$ cat src/rtl/fpga_input_ctrl.sv
// Board input front end: synchronizes, debounces and edge-captures two buttons and NUM_SW
// switches, exposing them as a small read-only register file with clear-on-read event flags.
module fpga_input_ctrl #(
  parameter int unsigned DEBOUNCE_CYCLES = 500000,
  parameter int unsigned NUM_SW          = 10
) (
  input  logic              Clock,
  input  logic              Rst_N,
  input  logic              Button_0,
  input  logic              Button_1,
  input  logic [NUM_SW-1:0] Switch,
  input  logic              Rd_En,
  input  logic [1:0]        Rd_Addr,
  output logic [31:0]       Rd_Data,
  output logic              Rd_Valid,
  output logic              Irq
);

  localparam int unsigned NB   = NUM_SW + 2;
  localparam int unsigned CntW = (DEBOUNCE_CYCLES > 1) ? $clog2(DEBOUNCE_CYCLES) : 1;
  localparam logic [CntW-1:0] CntMax = CntW'(DEBOUNCE_CYCLES - 1);
  // Bit order everywhere: {switches, button_1, button_0}; buttons are active-low on the pins.
  localparam logic [NB-1:0] BtnMask = NB'(2'b11);

  localparam logic [1:0] AddrSwState   = 2'd0;
  localparam logic [1:0] AddrBtnState  = 2'd1;
  localparam logic [1:0] AddrBtnEvents = 2'd2;
  localparam logic [1:0] AddrSwChange  = 2'd3;

  logic [NB-1:0]     w_raw;
  logic [NB-1:0]     r_sync1;
  logic [NB-1:0]     r_sync2;
  logic [NB-1:0]     w_sync_pol;
  logic [NB-1:0]     r_stable;
  logic [NB-1:0]     w_stable_d;
  logic [NB-1:0]     w_accept;
  logic [CntW-1:0]   r_cnt [NB];
  logic [CntW-1:0]   w_cnt_d [NB];

  logic [1:0]        w_press_set;
  logic [1:0]        w_rel_set;
  logic [NUM_SW-1:0] w_chg_set;
  logic [3:0]        r_events;
  logic [3:0]        w_events_d;
  logic [NUM_SW-1:0] r_sw_chg;
  logic [NUM_SW-1:0] w_sw_chg_d;

  logic              w_clr_btn;
  logic              w_clr_sw;
  logic [31:0]       w_rd_mux;
  logic [31:0]       r_rd_data;
  logic              r_rd_valid;
  logic              r_irq;

  assign w_raw = {Switch, Button_1, Button_0};

  // Convert to "pressed = 1" polarity so stable state and comparisons share one sense.
  assign w_sync_pol = r_sync2 ^ BtnMask;

  always_comb begin
    for (int i = 0; i < int'(NB); i++) begin
      w_accept[i] = 1'b0;
      w_cnt_d[i]  = r_cnt[i] + CntW'(1);
      if (w_sync_pol[i] == r_stable[i]) begin
        w_cnt_d[i] = '0;
      end else if (r_cnt[i] == CntMax) begin
        w_accept[i] = 1'b1;
        w_cnt_d[i]  = '0;
      end
    end
  end

  assign w_stable_d  = r_stable ^ w_accept;
  assign w_press_set = w_accept[1:0] & w_stable_d[1:0];
  assign w_rel_set   = w_accept[1:0] & ~w_stable_d[1:0];
  assign w_chg_set   = w_accept[NB-1:2];

  assign w_clr_btn = Rd_En && (Rd_Addr == AddrBtnEvents);
  assign w_clr_sw  = Rd_En && (Rd_Addr == AddrSwChange);

  // Set terms are OR-ed after the clear so an event landing on the read edge survives.
  assign w_events_d = (w_clr_btn ? 4'b0 : r_events) | {w_rel_set, w_press_set};
  assign w_sw_chg_d = (w_clr_sw ? '0 : r_sw_chg) | w_chg_set;

  always_comb begin
    w_rd_mux = '0;
    unique case (Rd_Addr)
      AddrSwState:   w_rd_mux = 32'(r_stable[NB-1:2]);
      AddrBtnState:  w_rd_mux = 32'(r_stable[1:0]);
      AddrBtnEvents: w_rd_mux = 32'(r_events);
      AddrSwChange:  w_rd_mux = 32'(r_sw_chg);
      default:       w_rd_mux = '0;
    endcase
  end

  always_ff @(posedge Clock) begin
    if (!Rst_N) begin
      r_sync1    <= BtnMask;
      r_sync2    <= BtnMask;
      r_stable   <= '0;
      r_events   <= '0;
      r_sw_chg   <= '0;
      r_rd_data  <= '0;
      r_rd_valid <= 1'b0;
      r_irq      <= 1'b0;
      for (int i = 0; i < int'(NB); i++) begin
        r_cnt[i] <= '0;
      end
    end else begin
      r_sync1    <= w_raw;
      r_sync2    <= r_sync1;
      r_stable   <= w_stable_d;
      r_events   <= w_events_d;
      r_sw_chg   <= w_sw_chg_d;
      r_rd_valid <= Rd_En;
      r_irq      <= |w_events_d;
      if (Rd_En) begin
        r_rd_data <= w_rd_mux;
      end
      for (int i = 0; i < int'(NB); i++) begin
        r_cnt[i] <= w_cnt_d[i];
      end
    end
  end

  assign Rd_Data  = r_rd_data;
  assign Rd_Valid = r_rd_valid;
  assign Irq      = r_irq;

endmodule

$ cat config.mk
export PLATFORM = sky130hd
export DESIGN_NAME = fpga_input_ctrl
export DESIGN_NICKNAME = d
export VERILOG_FILES = /design/src/rtl/fpga_input_ctrl.sv
export SDC_FILE = /design/constraint.sdc
export NUM_CORES = 1
export LEC_CHECK = 0
export ABC_AREA = 1
export BUFFER_PORTS_ARGS = -buffer_cell sky130_fd_sc_hd__buf_2
export CORE_MARGIN = 3
export CORE_UTILIZATION = 55
export DETAILED_ROUTE_END_ITERATION = 7
export GPL_ROUTABILITY_DRIVEN = 0
export HOLD_SLACK_MARGIN = 0.05
export PLACE_DENSITY = 0.72
export SETUP_SLACK_MARGIN = 0.02
export SLEW_MARGIN = 20
export SYNTH_ARGS = -nofsm -noshare
export SYNTH_HDL_FRONTEND = slang
export SYNTH_SLANG_ARGS = --single-unit
export TNS_END_PERCENT = 1
$ cat constraint.sdc
create_clock -name Clock -period 2.9 [get_ports Clock]
set_clock_uncertainty 0.15 [all_clocks]
set_input_delay 0.58 -clock Clock [delete_from_list [all_inputs] [get_ports Clock]]
set_output_delay 0.58 -clock Clock [all_outputs]
set_load 0.01 [all_outputs]
==> metrics.yaml <==
hold_class: "in -> reg"
wl_per_cell_um: 11.6
grt_remaining_overflow: 0
p_per_area_nw_per_um2: 519
crit_path_max_fanout: 5
switching_share: 0.202
cp_cell_sequence: "ha_1 > nand3_2 > nor3_1 > nand2_1 > nor2_1 > ha_1 > o21bai_1 > nor2_1 > a21oi_1"
peakVddDrop_uv: 476
holdPathEnd: "r_sync1[10]"
crit_type: "reg -> reg"
htreeDepth: 1
grt_start_max_net_pins: 43
r2r_cells: 9
grt_pass1_wl_um: 51900
dr.pass1.iters: 5
synthCells: 2184
worstSetupEndpointType: "register"
critPathTopFamily: "simple AND/OR/NAND/NOR gates"
worst_hold_slack_ns: 0.0762
io_buffer_count: 28
dp_hpwl_um: 21600
core-area_sq_um: 25600
drt_iter0_drc: 873
drt-total-wl_um: 29900
critPathRequiredTime_ns: 3.22
synth_warnings: 0
finalCoreUtilization: 0.624
final_nets: 2260
arrival_ns: 2.35
ys_ff_latch: 290
yosysSeqAreaShare: 0.398
crit_buf_inv: 0
grt_pass1_vias: 11800
drv_cap: 0
clock_latency_ns: 0.56
setup_viol: 0
critPathMaxStageDelay_ns: 0.35
hold_viol: 0
clkPwrFrac: 0.499
critPathLaunchType: "register"
cts-root-buf: "clkbuf_16"
clockBufferDepth: 3
maxSlewViolCount: 0
comb_power_share: 0.017
row_count: 58
max_freq_ghz: 0.494
r2r_slack_ns: 0.87
cts_buffers: 31
syn_avg_cell_area_sq_um: 6.67
min_period_ns: 2.03
regToRegEndpoint: "Irq"
status: "finished clean"
die_h_um: 169
area_delta_synth_final_pct: 9.71
post_cts_buffers: 0
clk_pin_slew_ns: 0.06
drc: 0
rsz0062_at_grt: "no"
slew_headroom: 0.613
synthesis.area_sq_um: 14600
num_vias: 12700
hold_depth: 3
start_util: 0.569
cts_tree: "built"
antenna_found_initial: 3
worst_pin_slew_ns: 0.579
ioPinCount: 51
crit_path_top_delay_cell: "dfxtp_1"
cts.sinks: 290
drive_gt1_frac: 0.0653
hp-start: "Switch[8]"
pwr-share-seq: 0.484
die_w_um: 169
leakagePower_nw: 5.64
r2r-start: "r_cnt[0][19]"
die-area_sq_um: 28500
fin_setup_tns_ns: 0
synth.distinct_cells: 38
power_switching_w: 0.00168
drtAntennaViolNets: 0
vias_per_cell: 4.93
fin_crit_sh: 0.699
grt_usage: 0.209
p_int_w: 0.00662
[worst register-to-register path: cells and delay by family, from the launching register on]
family	cells	cell delay, ns
and+or+nand+nor	5	0.74
AOI/OAI and AO/OA	2	0.26
DFF	1	0.35
adders and majority gates	2	0.43
[worst max-delay path by stage]
stage,from,endpoint,depth (start not counted)
floorplan,r_cnt[0][0],Irq,9
global placement,Rst_N,r_cnt[0][54],7
detailed placement,Rst_N,r_cnt[0][54],7
CTS,r_cnt[0][0],Irq,9
global route,r_cnt[0][19],Irq,9
finish,r_cnt[0][19],Irq,9
[flip-flops by register name, indices dropped and copies added, names as in the netlist, named ones only]
register / count
Rd_Data: 10
r_stable: 2
Irq: 1
Rd_Valid: 1
r_sw_chg: 10
r_sync1: 12
r_events: 4
r_cnt: 228
r_sync2: 12
[cells in the mapped netlist, drive strengths merged]
cell | n | area share
a21boi | 1 | 0.00052
a21oi | 78 | 0.027
a22oi | 6 | 0.0031
a31oi | 1 | 0.00043
buf | 39 | 0.022
clkbuf | 3 | 0.00077
clkinv | 2 | 0.00052
conb | 1 | 0.00026
dfxtp | 290 | 0.40
ha | 16 | 0.014
inv | 272 | 0.070
nand2 | 589 | 0.15
nand3 | 144 | 0.052
nand3b | 11 | 0.0057
nand4 | 29 | 0.012
nor2 | 494 | 0.13
nor3 | 18 | 0.0069
o2111ai | 1 | 0.00060
o21ai | 53 | 0.019
o21bai | 7 | 0.0052
o31ai | 1 | 0.00052
or2 | 22 | 0.0094
xnor2 | 32 | 0.019
xor2 | 74 | 0.044
[power by group through the flow]
stage | Clock (W) | Combinational [W] | Sequential (W)
global route | 0.00441 | 0.000160 | 0.00402
floorplan | 0 | 0.000125 | 0.00411
global placement | 0 | 0.000136 | 0.00411
CTS | 0.00425 | 0.000141 | 0.00402
finish | 0.00414 | 0.000141 | 0.00402
detailed placement | 0 | 0.000138 | 0.00411
[layout by cell type (no fill, tap or decap), drive strengths merged]
cell	Yosys	final
conb	1	22
dlygate4sd3	0	2
o31ai	1	1
clkinv	2	8
xor2	74	74
diode	0	2
nor3	18	18
nand4	29	29
nand2	589	589
a22oi	6	6
a21boi	1	1
a21oi	78	78
xnor2	32	32
nor2	494	494
o21ai	53	53
buf	39	29
o2111ai	1	1
dfxtp	290	290
bufinv	0	5
nand3b	11	11
a31oi	1	1
or2	22	22
o21bai	7	7
inv	272	273
nand3	144	144
clkbuf	3	44
ha	16	16
[routing by layer]
metal	track usage	vias up	wire [um]
met4	0.0605	2	712
met2	0.356	198	13700
li1	-	6800	-
met5	0	-	9
met3	0.0381	55	1390
met1	0.272	5681	14100
[final cells by class]
cell class / count / area (sq um)
multi-input combinational: 1599 / 7480
inverter: 274 / 1030
timing repair buffer: 31 / 168
antenna: 2 / 5.00
clock inverter: 12 / 193
sequential: 290 / 5810
clock buffer: 44 / 895
fill: 2435 / 9630
tap: 330 / 413
[cell families after synthesis]
family | Yosys count | share of synthesized area
other | 1 | 0.000257
AO/OA/AOI/OAI | 148 | 0.0561
AND/OR/NAND/NOR | 1307 | 0.374
flip-flops | 290 | 0.398
XOR/XNOR | 106 | 0.0637
buffers and inverters | 316 | 0.0937
adder cells (fa/ha/maj) | 16 | 0.0137
[through the flow]
step | worst slack (ns) | std cells | instance area, sq um | power (W)
2_1_floorplan | 1.17 | 2205 | 14600 | 0.00423
3_3_place_gp | 0.782 | 2522 | 14900 | 0.00424
3_5_place_dp | 0.752 | 2522 | 14900 | 0.00425
4_1_cts | 0.865 | 2580 | 16000 | 0.00841
5_1_grt | 0.697 | 2582 | 16000 | 0.00859
6_report | 0.874 | 2582 | 16000 | 0.00830
[timing repair]
action                     CTS  global route
hold endpoints to repair     2             0
setup endpoints to repair    0             0
resized for setup            0             0
hold buffers                 2             0
(Power assumes the default switching activity.)
